--- src/rtl/flow_control_fsm.sv ---
// flow_control_fsm
// Link-level sequencing and flow control for the VC0/VC1 -> D0/D1 routing
// arbiter. Owns the RESET/INIT/IDLE/ACTIVE/ERROR state machine, latches the
// FIFO watermarks while in INIT, drives the D0/D1 pause lines with
// hysteresis and traps any FIFO overflow in a sticky ERROR state.
module flow_control_fsm #(
    parameter int FIFO_DEPTH   = 8,
    parameter int CW           = 4,
    parameter int UMB_ALTO_DEF = 6,
    parameter int UMB_BAJO_DEF = 2
) (
    input  logic          clk,
    input  logic          reset_L,
    input  logic          init,
    input  logic [CW-1:0] umbral_alto_in,
    input  logic [CW-1:0] umbral_bajo_in,
    input  logic [CW-1:0] VC0_count,
    input  logic [CW-1:0] VC1_count,
    input  logic [CW-1:0] D0_count,
    input  logic [CW-1:0] D1_count,
    output logic          D0_pause,
    output logic          D1_pause,
    output logic [CW-1:0] umbral_alto,
    output logic [CW-1:0] umbral_bajo,
    output logic [2:0]    estado,
    output logic          idle_out,
    output logic          active_out,
    output logic          error_out
);

    localparam logic [2:0] ST_RESET  = 3'd0;
    localparam logic [2:0] ST_INIT   = 3'd1;
    localparam logic [2:0] ST_IDLE   = 3'd2;
    localparam logic [2:0] ST_ACTIVE = 3'd3;
    localparam logic [2:0] ST_ERROR  = 3'd4;

    localparam logic [CW-1:0] DEPTH_C    = CW'(FIFO_DEPTH);
    localparam logic [CW-1:0] ALTO_DEF_C = CW'(UMB_ALTO_DEF);
    localparam logic [CW-1:0] BAJO_DEF_C = CW'(UMB_BAJO_DEF);
    localparam logic [CW-1:0] ZERO_C     = CW'(0);

    // Hysteresis: set at/above the high mark, clear at/below the low mark,
    // otherwise keep the previous pause value.
    function automatic logic f_hyst(
        input logic [CW-1:0] cnt,
        input logic [CW-1:0] alto,
        input logic [CW-1:0] bajo,
        input logic          prev
    );
        logic res;
        if (cnt >= alto) begin
            res = 1'b1;
        end else if (cnt <= bajo) begin
            res = 1'b0;
        end else begin
            res = prev;
        end
        return res;
    endfunction

    logic [2:0]    r_estado;
    logic [2:0]    w_estado_next;
    logic          r_d0_pause;
    logic          r_d1_pause;
    logic [CW-1:0] r_umbral_alto;
    logic [CW-1:0] r_umbral_bajo;
    logic          w_d0_pause_next;
    logic          w_d1_pause_next;
    logic [CW-1:0] w_alto_next;
    logic [CW-1:0] w_bajo_next;
    logic          w_ovf;
    logic          w_all_empty;
    logic          w_thr_valid;

    assign w_ovf = (VC0_count > DEPTH_C) || (VC1_count > DEPTH_C) ||
                   (D0_count  > DEPTH_C) || (D1_count  > DEPTH_C);

    assign w_all_empty = (VC0_count == ZERO_C) && (VC1_count == ZERO_C) &&
                         (D0_count  == ZERO_C) && (D1_count  == ZERO_C);

    assign w_thr_valid = (umbral_bajo_in < umbral_alto_in) &&
                         (umbral_alto_in <= DEPTH_C);

    // State register with synchronous active-low reset.
    always_ff @(posedge clk) begin
        if (!reset_L) begin
            r_estado <= ST_RESET;
        end else begin
            r_estado <= w_estado_next;
        end
    end

    // Next-state logic; overflow outranks every other request outside RESET.
    always_comb begin
        w_estado_next = r_estado;
        case (r_estado)
            ST_RESET: begin
                w_estado_next = ST_INIT;
            end
            ST_INIT: begin
                if (w_ovf) begin
                    w_estado_next = ST_ERROR;
                end else if (init) begin
                    w_estado_next = ST_INIT;
                end else begin
                    w_estado_next = ST_IDLE;
                end
            end
            ST_IDLE: begin
                if (w_ovf) begin
                    w_estado_next = ST_ERROR;
                end else if (init) begin
                    w_estado_next = ST_INIT;
                end else if (!w_all_empty) begin
                    w_estado_next = ST_ACTIVE;
                end else begin
                    w_estado_next = ST_IDLE;
                end
            end
            ST_ACTIVE: begin
                if (w_ovf) begin
                    w_estado_next = ST_ERROR;
                end else if (w_all_empty) begin
                    w_estado_next = ST_IDLE;
                end else begin
                    w_estado_next = ST_ACTIVE;
                end
            end
            ST_ERROR: begin
                w_estado_next = ST_ERROR;
            end
            default: begin
                // Unused encodings are treated as a fault.
                w_estado_next = ST_ERROR;
            end
        endcase
    end

    // Output next-values: pause policy per state and threshold load in INIT.
    always_comb begin
        w_d0_pause_next = 1'b0;
        w_d1_pause_next = 1'b0;
        w_alto_next     = r_umbral_alto;
        w_bajo_next     = r_umbral_bajo;
        case (r_estado)
            ST_RESET: begin
                w_d0_pause_next = 1'b0;
                w_d1_pause_next = 1'b0;
            end
            ST_INIT, ST_ERROR: begin
                w_d0_pause_next = 1'b1;
                w_d1_pause_next = 1'b1;
            end
            ST_IDLE, ST_ACTIVE: begin
                w_d0_pause_next = f_hyst(D0_count, r_umbral_alto, r_umbral_bajo, r_d0_pause);
                w_d1_pause_next = f_hyst(D1_count, r_umbral_alto, r_umbral_bajo, r_d1_pause);
            end
            default: begin
                w_d0_pause_next = 1'b1;
                w_d1_pause_next = 1'b1;
            end
        endcase
        if ((r_estado == ST_INIT) && w_thr_valid) begin
            w_alto_next = umbral_alto_in;
            w_bajo_next = umbral_bajo_in;
        end else begin
            w_alto_next = r_umbral_alto;
            w_bajo_next = r_umbral_bajo;
        end
    end

    // Registered pause and watermark outputs.
    always_ff @(posedge clk) begin
        if (!reset_L) begin
            r_d0_pause    <= 1'b0;
            r_d1_pause    <= 1'b0;
            r_umbral_alto <= ALTO_DEF_C;
            r_umbral_bajo <= BAJO_DEF_C;
        end else begin
            r_d0_pause    <= w_d0_pause_next;
            r_d1_pause    <= w_d1_pause_next;
            r_umbral_alto <= w_alto_next;
            r_umbral_bajo <= w_bajo_next;
        end
    end

    assign D0_pause    = r_d0_pause;
    assign D1_pause    = r_d1_pause;
    assign umbral_alto = r_umbral_alto;
    assign umbral_bajo = r_umbral_bajo;
    assign estado      = r_estado;
    assign idle_out    = (r_estado == ST_IDLE);
    assign active_out  = (r_estado == ST_ACTIVE);
    assign error_out   = (r_estado == ST_ERROR);

endmodule

--- config.mk ---
export PLATFORM = sky130hd
export DESIGN_NAME = flow_control_fsm
export DESIGN_NICKNAME = d
export VERILOG_FILES = /design/src/rtl/flow_control_fsm.sv
export SDC_FILE = /design/constraint.sdc
export NUM_CORES = 1
export LEC_CHECK = 0
export CAP_MARGIN = 20
export CORE_MARGIN = 2
export CORE_UTILIZATION = 35
export DETAILED_ROUTE_END_ITERATION = 12
export PLACE_DENSITY = 0.76
export SYNTH_ARGS = -nofsm -noshare
export SYNTH_HDL_FRONTEND = slang
export SYNTH_SLANG_ARGS = --single-unit
--- constraint.sdc ---
create_clock -name clk -period 1.4 [get_ports clk]
set_clock_uncertainty 0.1 [all_clocks]
set_input_delay 0.28 -clock clk [delete_from_list [all_inputs] [get_ports clk]]
set_output_delay 0.28 -clock clk [all_outputs]
set_load 0.005 [all_outputs]
* After elaboration in Yosys (flattened, before gate mapping) *
Index checks and enable logic that the tools add are counted.

storage, ports and cells
  logic and storage cells = 48
  input bits = 27
  register bits = 13
  output and inout port bits = 16

operators by class
  magnitude comparators = 10
  reduce and logical (&&, ||, !) cells = 14
  eq/ne operators = 6
  multiplexer cells = 13

operator list
  kind                                                             number
  4-bit greater-than comparator, second input constant             4
  4-bit logical NOT                                                4
  3-bit one-hot mux with 4 select lines                            1
  3-bit two-way mux                                                3
  4-bit >= comparator                                              2
  4-bit <= comparator                                              2
  3-bit by 2-bit == test with 1-bit output, second input constant  2
  3-bit inequality test, second input constant                     2
  1-bit logical AND                                                5
  1-bit two-way mux                                                5
  4-bit <= comparator, second input constant                       1
  4-bit less-than comparator                                       1
  2-bit two-way mux                                                2
  1-bit one-hot mux with 2 select lines                            2
  3-bit by 1-bit == test with 1-bit output, second input constant  1
  3-bit == test, second input constant                             1
  3-bit logical NOT                                                1
  1-bit logical OR                                                 3
  2-bit OR reduction                                               1

* Depth between registers and ports, before layout *
Gate-level depths: netlist of run 1.

  word-level depth = 8
  depth in mapped cells = 6
  mapped depth without buffers = 6

* Worst setup path after synthesis of run 1 *
Ideal clock, no wire load.

  path type = input to register
  start = input umbral_alto_in[1]
  end = register r_umbral_alto[0], in the netlist umbral_alto[0]
  data required time = 1,228 ps
  arrival = 1,305 ps
  stages = 6
  path slack = -76 ps
  path buffers = 1
  library setup time = 72 ps
  cell sequence = inv_1 ha_1 a211oi_1 o2111a_1 buf_4 mux2i_1

between the ends
  cells in the longest elaborated chain, start to end = 3
  elaborated cells on any way between the ends = 4
  classes of those cells = 2 x order compare; 2 x reduce/logical

ends and longest elaborated chain
  element                                                                   RTL line  text
  start: declaration                                                        15        input logic [CW-1:0] umbral_alto_in,
  4-bit less-than comparator / 4-bit <= comparator (equally long branches)  81, 82
  1-bit logical AND (*)                                                     81        assign w_thr_valid = (umbral_bajo_in < umbral_alto_in) &&
  1-bit logical AND (*)                                                     163       if ((r_estado == ST_INIT) && w_thr_valid) begin
  end signal: assignment                                                    182       r_umbral_alto <= w_alto_next;
  end: declaration                                                          65        logic [CW-1:0] r_umbral_alto;

Mark *: on every way between the ends. The rest lies on a longest branch, timed or not.
A chain may end at the register's enable or synchronous reset.

* Worst setup path in the final report of run 1 *
  start = register r_estado[1], in the netlist estado[1]
  end = register r_umbral_bajo[1], in the netlist umbral_bajo[1]

between the ends
  cells in the longest elaborated chain, start to end = 2

ends and longest elaborated chain
  element                                   RTL line  text
  start: declaration                        61        logic [2:0] r_estado;
  start signal: assignment                  89        r_estado <= w_estado_next;
  3-bit by 1-bit == test with 1-bit output  163
  1-bit logical AND                         163
  end signal: assignment                    183       r_umbral_bajo <= w_bajo_next;
  end: declaration                          66        logic [CW-1:0] r_umbral_bajo;

Every way passes these cells.

==> results.json, run 1 <==
{
  "drive_above_1_share": 0.422,
  "insertion_delay_ns": 0.28,
  "clock_sinks": 13,
  "synthesis.area_per_instance_um2": 8.55,
  "fin_nets": 253,
  "gp_congestion": 0.756,
  "drc": 0,
  "yosys.cell_count.top_type": "ha_1",
  "synth_common_cells": "19 x ha_1, 14 x inv_1, 13 x dfxtp_1, 12 x nand2_1, 9 x nor2b_1",
  "hp-class": "input pin to register",
  "drtAntennaViolNets": 0,
  "fin_crit_ns": 1.49,
  "cap_violations": 0,
  "layout_setup_ws_ns": -0.0888,
  "yosys-top-cells-area": "dfxtp_1 24%, ha_1 22%, mux2i_1 7.3%, nor2b_1 5.1%, inv_1 4.8%",
  "slew_viol_final": 0,
  "met1_usage": 0.211,
  "ys_seq_area_frac": 0.238,
  "grt_pass1_vias": 1309,
  "initial_core_util": 0.365,
  "cts_buffers": 3,
  "yosys_warnings": 0,
  "synthArstFlopShare": 0,
  "syn-num-nets": 174,
  "cts_buffer_depth": 2,
  "antennaDiodeCount": 0,
  "worstPathMaxFanout": 6,
  "gr-usage-met2": 0.419,
  "syn_inst": 128,
  "clk_pin_slew_worst_paths_ns": 0.08,
  "grtUsageMet3": 0.0303,
  "synth_cell_types": 27,
  "grt_max_degree": 11,
  "synth-edff-count": 0,
  "port_buffers": 42,
  "violations": "negative setup slack",
  "max-vdd-ir-drop_mv": 0.431,
  "endpoint": "umbral_bajo[1]$_SDFFE_PN1P_",
  "crit_type": "register to register",
  "dpl.hpwl_um": 2610,
  "die_w_um": 59.9,
  "outcome": "complete, but fails checks",
  "grt_pass1_wl_um": 5500,
  "critical_path_required_ns": 1.50,
  "power.density_mw_per_mm2": 589,
  "drt-pass1-iter-count": 4,
  "area_delta_synth_final_pct": 88.6,
  "drt-wirelength-per-cell_um": 15.2,
  "hold_violations": 0,
  "fin_crit_sh": 1.06,
  "drtIter0Drc": 31,
  "ys.flop_type": "dfxtp_1",
  "viasPerCell": 5.20,
  "die_y_um": 59.9,
  "vias": 1243,
  "reg2reg_slack_ns": -0.09,
  "tightest_slew_ns": 0.337,
  "rows": 20,
  "yosysTopAreaCellShare": 0.238,
  "synth_area_mm2": 0.00109,
  "postCtsHoldBufs": 0,
  "utilization": 0.688,
  "power_mw": 1.22,
  "end_kind": "register",
  "worstSetupStartpoint": "estado[1]$_SDFF_PN0_",
  "grt_overflow": 0,
  "cts_tree": "built",
  "clockRootBuffer": "clkbuf_4",
  "reg2reg_depth": 5,
  "io_pins": 43,
  "fmax_mhz": 672,
  "max_slew_margin": 0.773,
  "worstPathArrival_ns": 1.59,
  "cellLeakagePower_nw": 0.941,
  "grt_setup_unrepaired": "yes",
  "r2r_start": "estado[1]$_SDFF_PN0_",
  "final-setup-viol-count": 13,
  "antenna_found_initial": 0,
  "htree_levels": 1,
  "wirelength_um": 3640,
  "grtUsageTotal": 0.203,
  "r2r_end": "umbral_bajo[1]$_SDFFE_PN1P_",
  "hp-start": "umbral_bajo_in[3]",
  "coreArea_mm2": 0.00300,
  "synth_top_area_cell": "dfxtp_1",
  "dieArea_mm2": 0.00359,
  "ys_ff_latch": 13,
  "top_usage_layer": "met2",
  "cp-start-kind": "register"
}
## final cells by class
class                           instances  area, um^2
Multi-Input combinational cell         97        1000
Fill cell                             244         938
Timing Repair Buffer                   78         661
Sequential cell                        13         282
Inverter                               14        52.6
Tap cell                               33        41.3
Clock buffer                            4        26.3
## through the flow
| step | instances | hold slack (ns) | TNS [ns] | worst slack [ns] | cell area [um^2] |
|---|---|---|---|---|---|
| 2_1_floorplan | 128 | 0.322 | 0 | 0.00273 | 1120 |
| 3_3_place_gp | 226 | 0.367 | -6.89 | -0.575 | 1760 |
| 3_5_place_dp | 226 | 0.372 | -7.28 | -0.609 | 1760 |
| 4_1_cts | 238 | 0.298 | -0.783 | -0.110 | 1980 |
| 5_1_grt | 239 | 0.315 | -1.48 | -0.167 | 2060 |
| 6_report | 239 | 0.302 | -0.746 | -0.0888 | 2060 |
## placed cells by master, fill, tap and decap left out, types with 3 or more instances in the layout
cell,instances
a211oi_2,3
ha_4,7
nand4_1,3
o31ai_4,3
nor2b_1,8
mux2i_1,8
buf_2,3
a21oi_1,4
nor3_1,6
nand2_1,12
ha_1,12
clkbuf_4,3
buf_4,30
clkdlybuf4s15_1,5
o21ai_1,3
buf_6,6
nand2b_4,3
inv_2,3
dfxtp_2,11
dlygate4sd2_1,31
inv_1,11
## worst min path at each step
stage	end	slack [ns]	depth (start not counted)
finish	umbral_bajo[3]$_SDFFE_PN0P_	0.30	3
global route	umbral_bajo[2]$_SDFFE_PN0P_	0.32	3
CTS	umbral_bajo[3]$_SDFFE_PN0P_	0.30	3
detailed placement	umbral_bajo[3]$_SDFFE_PN0P_	0.37	2
global placement	umbral_bajo[3]$_SDFFE_PN0P_	0.37	2
floorplan	umbral_alto[3]$_SDFFE_PN0P_	0.32	2
## repair_timing
item,CTS,global route
gates resized for setup,93,15
setup buffers,8,1
setup endpoints to repair,28,16
pin swaps,18,6
## routing by layer
metal,vias to the layer above,part of all wire
li1,618,-
met4,0,0.010
met1,587,0.37
met2,34,0.58
met5,-,0
met3,4,0.042
## critical path, cell delays in order (launching register included)
cell	delay [ns]
dfxtp_4	0.37
buf_6	0.11
and2b_4	0.26
o2111a_1	0.23
buf_6	0.15
mux2i_1	0.19
## kinds of logic after synthesis
family,synth area share
fa+ha+maj,0.217
mux,0.0731
compound gates,0.185
flops,0.238
buf+inv,0.0651
simple gates,0.222
## report_power, final
part	total [mW]	switching, mW	internal [mW]
combinational	0.558	0.245	0.313
clock	0.236	0.126	0.111
sequential	0.422	0.0220	0.400
## flip-flops by register name, summed over array words and instances (netlist names)
name         flops
umbral_alto      4
umbral_bajo      4
estado           3
D0_pause         1
D1_pause         1
(Power assumes the default switching activity.)
==> inputs of run 2 (changes only) <==
--- a/config.mk
+++ b/config.mk
@@ -9,7 +9,7 @@
 export CORE_MARGIN = 2
 export CORE_UTILIZATION = 35
 export DETAILED_ROUTE_END_ITERATION = 12
-export PLACE_DENSITY = 0.76
+export PLACE_DENSITY = 0.79
 export SYNTH_ARGS = -nofsm -noshare
 export SYNTH_HDL_FRONTEND = slang
 export SYNTH_SLANG_ARGS = --single-unit
==> run 2 against run 1 <==
  * The run still ends with negative setup slack left
  * Wire length is 3.1% higher
  * Sequential share of layout area decreased by 0.42 points
  * Final cell count increased by 3.3%
  * First-iteration DRC count fell by 16%
  * Die area is the same
  * Critical endpoint is now umbral_alto[0]$_SDFFE_PN0P_
  * Largest power group unchanged
==> results.json, run 2 (synthesized netlist as in run 1, its figures left out) <==
{
  "layout.cells.most_common": "buf_4",
  "combPwrFrac": 0.486,
  "hp-class": "register to register",
  "path_buf_inv": 3,
  "wirelength_um": 3750,
  "p_int_mw": 0.873,
  "slew_viol_final": 0,
  "fin_crit_ns": 1.56,
  "cts_tree": "built",
  "final_cell_mix": "34 x buf_4, 26 x dlygate4sd2_1, 14 x ha_1",
  "coreArea_mm2": 0.00300,
  "io_pins": 43,
  "hold_violations": 0,
  "cp_slowest_cell": "dfxtp_4",
  "p_clk_frac": 0.188,
  "power.switching_mw": 0.416,
  "outcome": "complete, but fails checks",
  "insertion_delay_ns": 0.28,
  "viasPerCell": 5.21,
  "cellLeakagePower_nw": 0.978,
  "power.density_mw_per_mm2": 600,
  "grt_pass1_wl_um": 5930,
  "n_fill_cell": 225,
  "rows": 20,
  "dp_slack_ns": -0.640,
  "dp.cells": 230,
  "die_w_um": 59.9,
  "crit_type": "register to register",
  "vias": 1287,
  "gp_congestion": 0.844,
  "fin_area_mm2": 0.00215,
  "worstPathArrival_ns": 1.66,
  "fin_crit_sh": 1.11,
  "dpl_cell_area_mm2": 0.00180,
  "seqCellArea_um2": 284,
  "grtUsageTotal": 0.220,
  "path_cells": "buf_6 -> buf_6 -> and2b_4 -> o2111a_1 -> buf_12 -> mux2i_1",
  "utilization": 0.715,
  "drt-pass1-iter-count": 4,
  "grt_max_degree": 9,
  "port_buffers": 42,
  "area_delta_synth_final_pct": 96.2,
  "power_mw": 1.29,
  "end_kind": "register",
  "critical_path_required_ns": 1.51,
  "die_y_um": 59.9,
  "final-setup-viol-count": 14,
  "max-vdd-ir-drop_mv": 0.507,
  "cap_violations": 0,
  "clk_pin_slew_worst_paths_ns": 0.09,
  "antennaDiodeCount": 0,
  "cp-start-kind": "register",
  "swShare": 0.323,
  "dpl.hpwl_um": 2670,
  "hold_slack_ns": 0.365,
  "violations": "negative setup slack",
  "drtIter0Drc": 26,
  "fin_cells": 247,
  "cts_buffer_depth": 2,
  "max_stage_delay_ns": 0.35,
  "path_delay_family": "buffers and inverters",
  "fmax_mhz": 643,
  "drtAntennaViolNets": 0,
  "drt-wirelength-per-cell_um": 15.2,
  "grt_overflow": 0,
  "drive_above_1_share": 0.439,
  "initial_core_util": 0.365,
  "fin_nets": 261,
  "worstPathMaxFanout": 8,
  "multi_input_area_um2": 993,
  "drc": 0,
  "seqPwrFrac": 0.326,
  "max_slew_margin": 0.764,
  "clockRootBuffer": "clkbuf_4",
  "clock_sinks": 13,
  "setup_tns_ns": -1.50,
  "tightest_slew_ns": 0.350,
  "grt_setup_unrepaired": "yes",
  "htree_levels": 1,
  "layout_setup_ws_ns": -0.156,
  "cpMostUsedCell": "buf_6",
  "cts_buffers": 3,
  "grt_pass1_vias": 1357,
  "antenna_found_initial": 0,
  "dieArea_mm2": 0.00359
}
-- run 2: power by group through the flow --
stage | clock [mW] | combinational [mW] | sequential (mW)
5_1_grt | 0.271 | 0.673 | 0.424
2_1_floorplan | 0 | 0.191 | 0.428
6_report | 0.242 | 0.627 | 0.420
4_1_cts | 0.249 | 0.574 | 0.417
3_5_place_dp | 0 | 0.484 | 0.428
3_3_place_gp | 0 | 0.465 | 0.428
-- run 2: repair_timing --
| item | CTS | global route |
|---|---|---|
| setup buffers | 13 | 1 |
| setup endpoints to repair | 29 | 21 |
| pin swaps | 18 | 8 |
| hold buffers | 0 | 0 |
| resized for setup | 92 | 22 |
-- run 2: worst paths after layout --
kind | startpoint | to | slack (ns) | cells past startpoint
worst max register to register | estado[1]$_SDFF_PN0_ | umbral_alto[0]$_SDFFE_PN0P_ | -0.16 | 6
worst min register to register | umbral_alto[3]$_SDFFE_PN0P_ | umbral_alto[3]$_SDFFE_PN0P_ | 0.37 | 2
worst min-delay path | umbral_alto[3]$_SDFFE_PN0P_ | umbral_alto[3]$_SDFFE_PN0P_ | 0.37 | 2
worst max-delay path | estado[1]$_SDFF_PN0_ | umbral_alto[0]$_SDFFE_PN0P_ | -0.16 | 6
-- run 2: worst min-delay path: stages (launching register included) --
cell     delay [ns]
dfxtp_2        0.33
nand2_1        0.05
mux2i_1        0.05
-- run 2: layout make-up --
| cell class | instances | area share |
|---|---|---|
| sequential | 13 | 0.132 |
| tap | 33 | 0.0192 |
| multi-input combinational | 97 | 0.462 |
| timing repair buffer | 86 | 0.349 |
| clock buffer | 4 | 0.0122 |
| inverter | 14 | 0.0245 |
-- run 2: per-layer routing --
metal  wire length [um]  part of all wire  vias to the layer above  track usage
li1                   -                 -                      638            -
met2               2020              0.54                       34        0.425
met5                  0                 0                        -            0
met4                 32            0.0085                        0       0.0603
met1               1490              0.40                      611        0.239
met3                196             0.052                        4       0.0390
==> edit 1 (flow settings as in run 2) <==
Put a register stage on the outputs `idle_out`, `active_out` and `error_out`, without a reset. The values now appear one clock later. The other outputs are not delayed to match.
--- a/src/rtl/flow_control_fsm.sv
+++ b/src/rtl/flow_control_fsm.sv
@@ -189,9 +189,11 @@
     assign umbral_alto = r_umbral_alto;
     assign umbral_bajo = r_umbral_bajo;
     assign estado      = r_estado;
-    assign idle_out    = (r_estado == ST_IDLE);
-    assign active_out  = (r_estado == ST_ACTIVE);
-    assign error_out   = (r_estado == ST_ERROR);
+    always_ff @(posedge clk) begin
+        idle_out   <= (r_estado == ST_IDLE);
+        active_out <= (r_estado == ST_ACTIVE);
+        error_out  <= (r_estado == ST_ERROR);
+    end
 
 endmodule
 
Check against the original RTL: not equivalent (Yosys sat finds a counterexample within 4 cycles, from zero or initial values and one cycle with reset_L low).
==> edit 1 against run 2 <==
The run still ends with negative setup slack left. Largest cell class unchanged. Die area is 1.5% lower. Critical path depth stayed put. Synthesized area is 1.6% lower. Power is 1.6% lower. Wire length is 11% lower. Critical endpoint is now umbral_alto[2]. Sequential cell count is 3 higher. Design area is 3.7% lower. Worst setup slack better by 52 ps.
==> edit 1: results (changes against run 2) <==
status=complete, but fails checks; Fin Setup TNS=-523 ps (+973 ps); FILL cells=212 (-5.8%); Signal buffers=72 (-16%); final net count=241 (-7.7%); Mean Syn Cell Area=9.05 um2 (+5.8%); number of global-route vias before repair=1207 (-11%); Tot GR Track Use=20.3% (-1.6 points); Post-synth top cells=19 x ha_1, 16 x dfxtp_1, 15 x inv_1; post_cts resized=110 (+20%); clock-cell share of area=1.09% (-0.13 points); routed length on met1=1330 um (-11%); Worst Hold End=umbral_bajo[1]; slowest CP cell=dfxtp_2; post-route setup slack=-104 ps (+52.0 ps); Sequential cell area=340 um2 (+20%); layout cells sized above 1=50.8% (+6.9 points); sequential cells=16 (+3); first-pass GRT wire length=5260 um (-11%); failing checks=negative setup slack; worst flop-to-flop path endpoint=umbral_alto[2]; Max rail drop VDD=0.298 mV (-41%); mux contribution to synthesized area=5.57% (-1.7 points); Seq/Total Area, Yosys=29.7% (+6.0 points); RR Startpoint=estado[2]; Worst Hold Depth=3 (+1); Clk Latency, worst-skew pair=300 ps (+20 ps); grt met1 use=23.7% (-0.26 points); Synth area leaders=dfxtp_1 30%, ha_1 22%, mux2i_1 5.6%; Inst Count DP=216 (-6.1%); pre-CTS setup slack=-746 ps (-106 ps); compound-gate portion of the synthesized area=18.1% (-0.40 points); Arr. time, crit path=1580 ps (-80 ps); non-clk buf share=29.9% (-5.1 points); Net Count, Synth=165 (-5.2%); dpl hpwl=2620 um (-1.7%); Final Setup Violations=9 (-5); Hold Slack=288 ps (-76.9 ps); Multi-input gate area=962 um2 (-3.1%); inverter count=15 (+1); comb_multi_in=87 (-10%); met3 WL post-DR=106 um (-46%); via/cell ratio=5.14 (-1.4%); drt initial violations=57 (+120%); GP Congestion=0.871 (+3.2%); placed cell area=0.00183 mm2 (+1.3%); Vias=1161 (-9.8%); Post CTS Setup Buffer Count=8 (-5); Synth Area in Adders=23.0% (+1.3 points)
## edit 1: power groups by stage
stage,registers [mW],clock network (mW),logic [mW]
detailed placement,0.516,0,0.459
global placement,0.515,0,0.438
CTS,0.501,0.250,0.495
global route,0.507,0.275,0.559
floorplan,0.521,0,0.201
finish,0.505,0.251,0.513
## edit 1: how the worst max path moves through the flow
| stage | slack [ps] | endpoint | startpoint | cells past startpoint |
|---|---|---|---|---|
| after floorplan | -110 | estado[2] | D1_count[0] | 5 |
| after CTS | -120 | umbral_alto[1] | estado[1] | 5 |
| after global placement | -670 | umbral_alto[2] | umbral_alto_in[1] | 8 |
| after detailed placement | -750 | umbral_alto[2] | umbral_alto_in[1] | 8 |
| after global routing | -160 | umbral_alto[2] | estado[2] | 6 |
| final | -100 | umbral_alto[2] | estado[2] | 6 |
## edit 1: worst max-delay path, delay by kind of cell (launching register included)
family / cells / cell delay (ps)
DFF: 1 / 340
and+or+nand+nor: 2 / 320
buffers and inverters: 2 / 300
AOI/OAI and AO/OA: 2 / 330
==> edit 2 (config.mk and constraints of run 2) <==
Without the edit above. `CW`: 4 -> 5.
--- a/src/rtl/flow_control_fsm.sv
+++ b/src/rtl/flow_control_fsm.sv
@@ -5,7 +5,7 @@
 // hysteresis and traps any FIFO overflow in a sticky ERROR state.
 module flow_control_fsm #(
     parameter int FIFO_DEPTH   = 8,
-    parameter int CW           = 4,
+    parameter int CW           = 5,
     parameter int UMB_ALTO_DEF = 6,
     parameter int UMB_BAJO_DEF = 2
 ) (
Interface: changed (8 resized); port bits go from 43 to 51. No check against the original RTL was run, so the function may have changed too.
==> edit 2 against run 2 <==
The run still ends with negative setup slack left. Maximum frequency fell by 17%. Critical path depth rose by 1. Wire length rose by 37%. Sequential cell count rose by 2. Hold slack got worse by 190 ps. Synthesized area rose by 8.3%. Design area rose by 17%. Die area rose by 7.8%. Clock power rose by 10%. Worst setup slack got worse by 320 ps. First-iteration DRC count rose to 4.5 times the old value. Power fell by 2.8%. Critical path type unchanged.
==> edit 2: results (changes against run 2) <==
status=complete, but fails checks; # diodes=0 (unchanged); first-pass GRT wire length=7690 um (+30%); GP Congestion=0.886 (+5.0%); clk root buf=clkbuf_4; failing checks=negative setup slack; P_leak=1.13 nW (+16%); Final Setup Violations=20 (+6); post-route setup slack=-474 ps (-319 ps); worst-path fanout max=2 (-6); number of synthesis warnings=0 (unchanged); Vias=1594 (+24%); Arr. time, crit path=1980 ps (+320 ps); Worst-Margin Slew=655 ps (+304 ps); Worst-path clk slew=110 ps (+20 ps); placed cell area=0.00215 mm2 (+20%); non-filler cells in the finished layout=300 (+21%); Mean Syn Cell Area=8.53 um2 (-0.23%); Tot GR Track Use=25.0% (+3.0 points); initial antenna violation count=0 (unchanged); Worst Hold Depth=3 (+1); Post-synth top cells=24 x ha_1, 17 x inv_1, 15 x dfxtp_1; Max rail drop VDD=0.424 mV (-16%); final core occ=76.2% (+4.7 points); Port-buffer cells=50 (+19%); worst hold path type=in -> reg; drt initial violations=117 (+350%); Seq/Total Area, Yosys=25.3% (+1.5 points); Clk Latency, worst-skew pair=300 ps (+20 ps); Inst Count DP=278 (+21%); Synth area leaders=dfxtp_1 25%, ha_1 25%, inv_1 5.4%; final net count=312 (+20%); layout cells sized above 1=56.3% (+12 points); wire per inst=17.1 um (+13%); R2R cell count=7 (+1); Unique masters post-synth=39 (+44%); dpl hpwl=3080 um (+15%); Fin Setup TNS=-5110 ps (-3610 ps); Net Count, Synth=196 (+13%)
[edit 2: through the flow]
step           setup WS (ps)  hold WS, ps
4_1_cts                 -502          155
6_report                -474          173
3_5_place_dp            -892          473
3_3_place_gp            -833          465
5_1_grt                 -613          182
2_1_floorplan           -381          269
[edit 2: worst paths after layout]
check                                  startpoint        endpoint  slack (ps)
worst max-delay path               umbral_bajo[4]        D1_pause        -470
worst min-delay path            umbral_bajo_in[1]  umbral_bajo[1]         170
worst max register to register     umbral_bajo[4]        D1_pause        -470
worst min register to register     umbral_alto[4]  umbral_alto[4]         480
[edit 2: routing by layer]
metal	vias up	routed length, um	GRT usage, %
met5	-	0	0
met4	0	131	9.44
met3	19	379	7.07
met2	86	2640	43.9
met1	743	1990	28.8
li1	746	-	-
[edit 2: what timing repair did]
item                       4_1_cts  5_1_grt
setup buffers                   16        5
setup endpoints to repair       33       26
gates cloned                     1        0
gates resized for setup        150       30
pin swaps                       36       13
[edit 2: worst max-delay path, cell delays in order (launching register included)]
cell      delay (ps)
dfxtp_2          350
inv_2             60
ha_4             230
and4_1           200
a221o_1          360
a311oi_2         230
o21ai_1          100
o211a_1          140
[edit 2: cell type report]
type	instances	area (um2)
well taps	46	57.6
fillers	204	781
flip-flops and latches	15	320
multi-input cells	105	1080
inverters	18	75.1
clock buffers	4	26.3
repair buffers	112	940
[edit 2: cells by family (layout without fill, tap and decap cells)]
kind of cell               after synthesis  count (layout)  share of synthesized area, %
DFF                                     15              15                          25.3
adders and majority gates               24              24                          25.3
muxes                                    6               6                          5.06
and+or+nand+nor                         44              44                          19.1
buffers and inverters                   19             134                          6.33
AOI/OAI and AO/OA                       31              31                          18.9
[edit 2: where the power goes]
group / internal (mW) / leakage (nW) / switching, mW / total [mW]
registers: 0.448 / 0.126 / 0.0145 / 0.462
clock network: 0.111 / 0.0150 / 0.157 / 0.267
logic: 0.288 / 0.993 / 0.235 / 0.523
